File: src/rtl/retire_if.sv
// Hart retire port: one retired instruction per valid cycle, produced by the
// hart (master) and consumed by the retire monitor (slave).
interface retire_if;
  logic        valid;
  logic [31:0] inst;
  logic        trap;
  logic        halt;
  logic [4:0]  rs1_raddr;
  logic [31:0] rs1_rdata;
  logic [4:0]  rs2_raddr;
  logic [31:0] rs2_rdata;
  logic [4:0]  rd_waddr;
  logic [31:0] rd_wdata;
  logic [31:0] pc;
  logic [31:0] next_pc;

  modport master (
    output valid, inst, trap, halt, rs1_raddr, rs1_rdata, rs2_raddr,
           rs2_rdata, rd_waddr, rd_wdata, pc, next_pc
  );
  modport slave (
    input  valid, inst, trap, halt, rs1_raddr, rs1_rdata, rs2_raddr,
           rs2_rdata, rd_waddr, rd_wdata, pc, next_pc
  );
endinterface

File: src/rtl/retire_monitor.sv
// Retire-stream checker: shadows the register file, checks PC continuity and
// operand values, counts cycles/retirements, and latches the first failure.
module retire_monitor #(
  parameter logic [31:0] RESET_ADDR = 32'h0,
  parameter logic [31:0] MAX_CYCLES = 32'd100000
) (
  input  logic        i_clk,
  input  logic        i_rst_n,
  retire_if.slave     i_retire,
  output logic [1:0]  o_state,
  output logic        o_done,
  output logic        o_error,
  output logic [2:0]  o_err_code,
  output logic [31:0] o_err_pc,
  output logic [31:0] o_retired_count,
  output logic [31:0] o_cycle_count,
  output logic [31:0] o_a0
);

  typedef enum logic [1:0] {
    ST_IDLE   = 2'd0,
    ST_RUN    = 2'd1,
    ST_HALTED = 2'd2,
    ST_ERROR  = 2'd3
  } state_t;

  localparam logic [2:0] ERR_NONE  = 3'd0;
  localparam logic [2:0] ERR_PC    = 3'd1;
  localparam logic [2:0] ERR_RS1   = 3'd2;
  localparam logic [2:0] ERR_RS2   = 3'd3;
  localparam logic [2:0] ERR_TRAP  = 3'd4;
  localparam logic [2:0] ERR_WDOG  = 3'd5;
  localparam logic [2:0] ERR_ALIGN = 3'd6;

  state_t      r_state;
  logic [31:0] r_shadow [32];
  logic [31:0] r_expected_pc;
  logic [2:0]  r_err_code;
  logic [31:0] r_err_pc;
  logic [31:0] r_retired;
  logic [31:0] r_cycles;

  logic [31:0] w_rs1_val;
  logic [31:0] w_rs2_val;
  logic [2:0]  w_fail_code;
  logic        w_active;
  logic        w_watchdog;
  logic        w_cycle_inc;
  logic        w_unused_inst;

  // The instruction word is carried for waveform debug only.
  assign w_unused_inst = ^i_retire.inst;

  assign w_rs1_val = (i_retire.rs1_raddr == 5'd0) ? 32'h0 : r_shadow[i_retire.rs1_raddr];
  assign w_rs2_val = (i_retire.rs2_raddr == 5'd0) ? 32'h0 : r_shadow[i_retire.rs2_raddr];

  // NOTE: every output of a combinational block gets a default first, so no
  // path through the priority chain can leave it unassigned and infer a latch.
  always_comb begin
    w_fail_code = ERR_NONE;
    if (i_retire.pc != r_expected_pc)            w_fail_code = ERR_PC;
    else if (i_retire.rs1_rdata != w_rs1_val)    w_fail_code = ERR_RS1;
    else if (i_retire.rs2_rdata != w_rs2_val)    w_fail_code = ERR_RS2;
    else if (i_retire.trap)                      w_fail_code = ERR_TRAP;
    else if (i_retire.next_pc[1:0] != 2'b00)     w_fail_code = ERR_ALIGN;
  end

  assign w_active    = (r_state == ST_IDLE) || (r_state == ST_RUN);
  assign w_watchdog  = (r_state == ST_RUN) && (r_cycles == MAX_CYCLES);
  // The edge that moves IDLE->RUN already counts as the first RUN cycle.
  assign w_cycle_inc = (r_state == ST_RUN) ||
                       (i_retire.valid && (w_fail_code == ERR_NONE) && !i_retire.halt);

  // NOTE: sequential state uses non-blocking assignments so every register
  // samples pre-edge values, which the "old shadow value" rule depends on.
  always_ff @(posedge i_clk or negedge i_rst_n) begin
    if (!i_rst_n) begin
      r_state       <= ST_IDLE;
      r_expected_pc <= RESET_ADDR;
      r_err_code    <= ERR_NONE;
      r_err_pc      <= 32'h0;
      r_retired     <= 32'h0;
      r_cycles      <= 32'h0;
      // NOTE: the shadow file must reset; a mid-run reset restarts the
      // program and operand checks would otherwise see stale values.
      for (int i = 0; i < 32; i++) r_shadow[i] <= 32'h0;
    end else if (w_watchdog) begin
      r_state    <= ST_ERROR;
      r_err_code <= ERR_WDOG;
      r_err_pc   <= r_expected_pc;
    end else if (w_active) begin
      if (w_cycle_inc && (r_cycles != 32'hFFFF_FFFF)) r_cycles <= r_cycles + 32'd1;
      if (i_retire.valid) begin
        if (w_fail_code != ERR_NONE) begin
          r_state    <= ST_ERROR;
          r_err_code <= w_fail_code;
          r_err_pc   <= i_retire.pc;
        end else begin
          if (i_retire.rd_waddr != 5'd0) r_shadow[i_retire.rd_waddr] <= i_retire.rd_wdata;
          r_expected_pc <= i_retire.next_pc;
          if (r_retired != 32'hFFFF_FFFF) r_retired <= r_retired + 32'd1;
          r_state <= i_retire.halt ? ST_HALTED : ST_RUN;
        end
      end
    end
  end

  assign o_state         = r_state;
  assign o_done          = (r_state == ST_HALTED) || (r_state == ST_ERROR);
  assign o_error         = (r_state == ST_ERROR);
  assign o_err_code      = r_err_code;
  assign o_err_pc        = r_err_pc;
  assign o_retired_count = r_retired;
  assign o_cycle_count   = r_cycles;
  assign o_a0            = r_shadow[10];

endmodule
File: src/flat_wrapper.sv
// flat-port wrapper written by rule: the top's interface ports become plain ports
module retire_monitor_flat 
#(
  parameter logic [31:0] RESET_ADDR = 32'h0,
  parameter logic [31:0] MAX_CYCLES = 32'd100000
)
  (i_clk, i_rst_n, o_state, o_done, o_error, o_err_code, o_err_pc, o_retired_count, o_cycle_count, o_a0, i_retire_valid, i_retire_inst, i_retire_trap, i_retire_halt, i_retire_rs1_raddr, i_retire_rs1_rdata, i_retire_rs2_raddr, i_retire_rs2_rdata, i_retire_rd_waddr, i_retire_rd_wdata, i_retire_pc, i_retire_next_pc);
  retire_if i_retire_i ();
  input  logic i_clk;
  input  logic i_rst_n;
  output logic [1:0] o_state;
  output logic o_done;
  output logic o_error;
  output logic [2:0] o_err_code;
  output logic [31:0] o_err_pc;
  output logic [31:0] o_retired_count;
  output logic [31:0] o_cycle_count;
  output logic [31:0] o_a0;
  input wire logic [$bits(i_retire_i.valid)-1:0] i_retire_valid;
  input wire logic [$bits(i_retire_i.inst)-1:0] i_retire_inst;
  input wire logic [$bits(i_retire_i.trap)-1:0] i_retire_trap;
  input wire logic [$bits(i_retire_i.halt)-1:0] i_retire_halt;
  input wire logic [$bits(i_retire_i.rs1_raddr)-1:0] i_retire_rs1_raddr;
  input wire logic [$bits(i_retire_i.rs1_rdata)-1:0] i_retire_rs1_rdata;
  input wire logic [$bits(i_retire_i.rs2_raddr)-1:0] i_retire_rs2_raddr;
  input wire logic [$bits(i_retire_i.rs2_rdata)-1:0] i_retire_rs2_rdata;
  input wire logic [$bits(i_retire_i.rd_waddr)-1:0] i_retire_rd_waddr;
  input wire logic [$bits(i_retire_i.rd_wdata)-1:0] i_retire_rd_wdata;
  input wire logic [$bits(i_retire_i.pc)-1:0] i_retire_pc;
  input wire logic [$bits(i_retire_i.next_pc)-1:0] i_retire_next_pc;
  assign i_retire_i.valid = i_retire_valid;
  assign i_retire_i.inst = i_retire_inst;
  assign i_retire_i.trap = i_retire_trap;
  assign i_retire_i.halt = i_retire_halt;
  assign i_retire_i.rs1_raddr = i_retire_rs1_raddr;
  assign i_retire_i.rs1_rdata = i_retire_rs1_rdata;
  assign i_retire_i.rs2_raddr = i_retire_rs2_raddr;
  assign i_retire_i.rs2_rdata = i_retire_rs2_rdata;
  assign i_retire_i.rd_waddr = i_retire_rd_waddr;
  assign i_retire_i.rd_wdata = i_retire_rd_wdata;
  assign i_retire_i.pc = i_retire_pc;
  assign i_retire_i.next_pc = i_retire_next_pc;
  retire_monitor #(.RESET_ADDR(RESET_ADDR), .MAX_CYCLES(MAX_CYCLES)) u_core (.i_clk(i_clk), .i_rst_n(i_rst_n), .i_retire(i_retire_i), .o_state(o_state), .o_done(o_done), .o_error(o_error), .o_err_code(o_err_code), .o_err_pc(o_err_pc), .o_retired_count(o_retired_count), .o_cycle_count(o_cycle_count), .o_a0(o_a0));
endmodule
File: config.mk
export PLATFORM = sky130hd
export DESIGN_NAME = retire_monitor_flat
export DESIGN_NICKNAME = d
export VERILOG_FILES = /design/src/rtl/retire_if.sv /design/src/rtl/retire_monitor.sv /design/src/flat_wrapper.sv
export SDC_FILE = /design/constraint.sdc
export NUM_CORES = 2
export LEC_CHECK = 0
export BUFFER_PORTS_ARGS = -buffer_cell sky130_fd_sc_hd__clkbuf_2
export CORE_AREA = 2 2 467 469
export DETAILED_ROUTE_END_ITERATION = 16
export DIE_AREA = 0 0 469 471
export PLACE_DENSITY = 0.45
export SLEW_MARGIN = 5
export SYNTH_ARGS = -nofsm -noshare
export SYNTH_HDL_FRONTEND = slang
export SYNTH_SLANG_ARGS = --single-unit
File: constraint.sdc
create_clock -name i_clk -period 8.7 [get_ports i_clk]
set_input_delay 0.435 -clock i_clk [delete_from_list [all_inputs] [get_ports i_clk]]
set_output_delay 0.435 -clock i_clk [all_outputs]
set_load 0.01 [all_outputs]
### Word level (Yosys, flattened, before mapping)

Cells that the tools add are included.

* register bits: 1157
* bits of input ports: 212

* bitwise logic cells: 5
* $add $sub $neg: 2
* reduce and logical (&&, ||, !) cells: 25
* eq/ne operators: 9
* magnitude comparators: 4
* muxes and demuxes: 29

Operators with widths (count)
* bitwise mux 1024 bit: 1
* two-way mux 32 bit: 11
* binary-select mux 32 bit (select 5 bit): 2
* demux 32 bit (select 5 bit): 1
* inequality test 32 bit: 3
* adder 32 x 1 -> 32 bit, second input constant: 2
* inequality test 32 bit, second input constant: 2
* equality test 32 x 17 -> 1 bit, second input constant: 1
* two-way mux 3 bit: 9
* >= comparator 6 bit, second input constant: 3
* NOT 5 -> 6 bit: 3
* zero test 5 bit: 2
* two-way mux 2 bit: 5
* AND reduction 5 bit: 2
* nonzero test 2 bit: 4
* less-than comparator 6 x 1 -> 1 bit, second input constant: 1
* AND reduction 3 bit: 2
* logical AND 1 bit: 5
* nonzero test 5 bit: 1
* equality test 2 bit, second input constant: 2
* AND reduction 4 bit: 1
* zero test 3 bit: 1
* logical OR 1 bit: 3
* nonzero test 3 bit: 1
* 5 further kinds: 6

### Logic depth before layout (Yosys ltp)

* word-level depth: 15
* gate-level depth with buffers: 20
* mapped depth without buffers: 12

### Worst setup path after synthesis

Ideal clock, no wire load.

* path kind: input-to-reg
* from: input i_retire_rs2_raddr[1]
* to: register u_core.r_shadow[385] (netlist name)
* library setup time: 0.125 ns
* required time: 8.575 ns
* arrival time: 4.398 ns
* path buffers: 7
* cell stages on the path: 19
* setup slack: 4.177 ns
* path through: buf_2 > buf_6 > buf_2 > buf_1 > mux2i_1 > a22oi_1 > a21oi_1 > a2111oi_0 > xnor2_1 > nand4_1 > nor4_1 > nand4_1 > nor3_4 > nand3_2 > buf_2 > or3b_1 > buf_2 > buf_6 > mux2_4

* longest elaborated chain between the ends: 12

RTL lines
* start: declaration: line flat_wrapper.sv:25 `input wire logic [$bits(i_retire_i.rs2_raddr)-1:0] i_retire_rs2_raddr;`
* NOT 5 -> 6 bit (not written as such): line retire_monitor.sv:55 `assign w_rs2_val = (i_retire.rs2_raddr == 5'd0) ? 32'h0 : r_shadow[i_retire.rs2_raddr];`
* binary-select mux 32 bit (select 5 bit): line retire_monitor.sv:55
* two-way mux 32 bit (not written as such) (2 in a row): line retire_monitor.sv:55
* two-way mux 32 bit (*): line retire_monitor.sv:55
* inequality test 32 bit (*): line retire_monitor.sv:63 `else if (i_retire.rs2_rdata != w_rs2_val) w_fail_code = ERR_RS2;`
* two-way mux 3 bit (*): line retire_monitor.sv:63
* two-way mux 3 bit (*): line retire_monitor.sv:62 `else if (i_retire.rs1_rdata != w_rs1_val) w_fail_code = ERR_RS1;`
* two-way mux 3 bit (*): line retire_monitor.sv:61 `if (i_retire.pc != r_expected_pc) w_fail_code = ERR_PC;`
* nonzero test 3 bit (*): line retire_monitor.sv:94 `if (w_fail_code != ERR_NONE) begin`
* NOT 1 bit (no source line) (*)
* AND reduction 5 bit (no source line) (*)
* end signal: indexed assignment: line retire_monitor.sv:99 `if (i_retire.rd_waddr != 5'd0) r_shadow[i_retire.rd_waddr] <= i_retire.rd_wdata;`
* end: declaration: line retire_monitor.sv:36 `logic [31:0] r_shadow [32];`

Every way passes the cells marked *; elsewhere a longest branch is shown, timed or not. The select of a mux whose other input is x is not followed.
A chain may end at the register's enable or synchronous reset.

### Worst setup path in the final report

* from: input i_retire_rs2_raddr[2]
* to: register u_core.r_shadow[341] (netlist name)

Same word-level chain as after synthesis.

==> metrics.txt <==
wire length per cell=32.56 um; fin. max-slew vios=0; All-Layer GR Usage=22.48%; Tmin final=6.288 ns; CP Data Required Time=9.38 ns; Detailed Route Iter0 Violations=3343; Yosys top cell area share=44.91%; Die Footprint=0.2209 sq mm; Final Hold Violating Endpoints=0; crit end category=flop; post-DP HPWL=160300 um; number of nets in the layout=4926; Synth Area in Compound Gates=3.975%; Worst R2R Path Depth=13; initial antenna violation count=21; CP Launch Type=input pin; top-count cell post-synth=dfrtp_1; largest family of logic cells by synthesized area=multiplexers; first element of the critical path=i_retire_rs2_raddr[2]; total chip power=12670 uW; Synth Flop Type=dfrtp_1; Worst slew margin=5.321%; DRT Pass-1 Iters=7; Critical Path Sink=u_core.r_shadow[341]$_DFFE_PN0P_; Final GP Congestion=0.8406; critical path arrival=6.97 ns; CTS resizes=0; Residual DRC=0; max-cap violation count=0; Netlist Area Pre-Place=0.06446 sq mm; sequential area share after synthesis=44.91%; CTS Buf Count=142; top cells by area, synth=dfrtp_1 45%, mux4_2 15%, mux2_4 11%; Slew @ Worst Pin=1.405 ns; Netlist cell types=71; CTS tree=done; worst r2r dst=u_core.r_shadow[341]$_DFFE_PN0P_; crit path max fanout=32; Fin Setup TNS=0 ns; vias per cell=5.495; status=complete, no violations; RSZ-0062 raised after global routing=false; fillers=21060; Synth Area in Adders=0.05823%; Total Wirelength=249900 um; Clock transition at path regs=0.06 ns; count of input and output buffers=314; utilization after layout=34.39%; P&R area growth vs syn=15.27%; Yosys top cell by area=dfrtp_1; Cells after Synth=4508; CTS root buf=clkbuf_16; largest net degree at the start of global routing=157; syn_area_per_cell=14.30 sq um; number of cell rows=171; antenna viol nets, final=0; Min-Delay Path Class=input pin to flop; global-route wire length before repair=353700 um; height of the die=471 um; gr ovfl total=0; post-synthesis mux area share=40.35%; r2r setup slk=3.03 ns; ys async rst share=100.0%; I/O Pins=347; CTS Sinks=1157; Peak VDD IR=0.0001978 V; H-tree Lvls=4; Clk Latency, worst-skew pair=0.82 ns; Fmax=0.1590 GHz; crit path kind=input pin to flop; Via Count=42180; Synth Register Bits=1157; layout cell share with drive strength beyond 1=40.30%; post-synth net total=4723; leakage=0.03593 uW; hold_ws=0.06291 ns; Synth Area in XOR/XNOR=1.970%; Post-synth EDFFs=0; most instantiated cells after synthesis=1157 x dfrtp_1, 457 x mux2_4, 420 x mux4_2; YS warnings=0; Synth Area in Simple Gates=4.173%; postcts setup bufs=0; reg2reg start=u_core.r_shadow[388]$_DFFE_PN0P_; clk buf depth=3; Hold-fix buffers, CTS=65; clock skew=0.05404 ns; total core area=0.2161 sq mm; endpoints failing setup=0; die boundary width=469 um; vias in the first global route=43880; Initial Util=29.83%; P per Cell Area=170.5 mW/mm^2; Final period util=72.28%
## flip-flops by register name, indices dropped and copies added, names as in the netlist
register,flops
u_core.o_a0,32
u_core.o_cycle_count,32
u_core.o_err_code,3
u_core.o_err_pc,32
u_core.o_retired_count,32
u_core.o_state,2
u_core.r_expected_pc,32
u_core.r_shadow,992
## through the flow
stage	setup WS, ns	instances	instance area [sq um]
global placement	1.718	7356	68980
finish	2.412	7676	74310
CTS	2.521	7670	74290
global route	2.430	7674	74300
detailed placement	1.659	7356	68980
floorplan	4.177	4508	64460
## worst max-delay path, cell delays in order
cell	delay (ns)
buf_4	0.46
buf_4	0.46
and2_1	0.64
buf_4	0.46
a21oi_1	0.11
a31oi_1	0.33
a2111oi_0	0.26
xnor2_1	0.31
nand3_1	0.25
nor4_1	0.46
nand4_1	0.52
nor3_4	0.37
nand3_4	0.31
or4_4	0.76
buf_12	0.26
mux2_1	0.34
## layout by cell type (no fill, tap or decap), types with 11 or more instances in the layout
cell and instances:
dfrtp_1 1157, mux2_4 457, mux4_2 420, mux2i_1 309
clkbuf_2 307, mux2_1 303, mux2_2 283, nand2_1 165
clkbuf_16 143, buf_4 138, xor2_1 112, a21oi_1 111
a22oi_1 106, nor2_1 79, dlygate4sd3_1 65, buf_12 49
nor4_1 46, nand3_1 41, nor3_1 40, clkbuf_8 38
xnor2_1 33, clkbuf_1 29, o21ai_0 25, and3_1 24
clkinv_2 21, a221oi_1 20, a31oi_1 20, o22ai_1 18
nand4_1 15, or3_4 14, inv_1 12, and2_1 11
a22o_1 11, a211oi_1 11, nand3b_1 11
## cells by family after synthesis
family          Yosys count
buf+inv                 520
xor+xnor                145
simple gates            532
fa+ha+maj                 3
flops                  1157
compound gates          379
mux                    1772
## area by class of cell
type / count / area, sq um / area share [%]
timing repair buffer: 563 / 4264 / 5.739
inverter: 16 / 62.56 / 0.08419
multi-input combinational: 2831 / 32780 / 44.12
sequential: 1157 / 28950 / 38.96
clock buffer: 210 / 4210 / 5.666
clock inverter: 39 / 447.9 / 0.6028
tap: 2854 / 3571 / 4.806
antenna: 6 / 15.01 / 0.02021
## report_power, final
part	leakage, uW	switching [uW]	internal, uW
Clock	0.00229	2550	3430
Combinational	0.0176	826	359
Sequential	0.0160	50.4	5450
Total	0.0359	3430	9240
## how the worst min path moves through the flow
stage,to,slack [ns],depth (start not counted),start
after floorplan,u_core.o_a0[0]$_DFFE_PN0P_,0.14,0,i_rst_n
after global placement,u_core.r_shadow[1023]$_DFFE_PN0P_,0.38,0,u_core.r_shadow[1023]$_DFFE_PN0P_
after detailed placement,u_core.r_shadow[1021]$_DFFE_PN0P_,0.38,0,u_core.r_shadow[1021]$_DFFE_PN0P_
after CTS,u_core.o_err_code[1]$_DFFE_PN0P_,0.005,4,i_retire_next_pc[0]
after global routing,u_core.o_err_code[1]$_DFFE_PN0P_,0.02,4,i_retire_next_pc[0]
final,u_core.o_err_code[1]$_DFFE_PN0P_,0.06,4,i_retire_next_pc[0]
## layer usage
metal	wire, um	GRT usage, %	vias up
li1	-	-	17390
met1	109400	30.55	23120
met2	119000	36.05	1298
met3	13500	4.311	361
met4	7964	7.075	12
met5	77	0	-
Note: power is estimated with default switching activity, not from simulation.
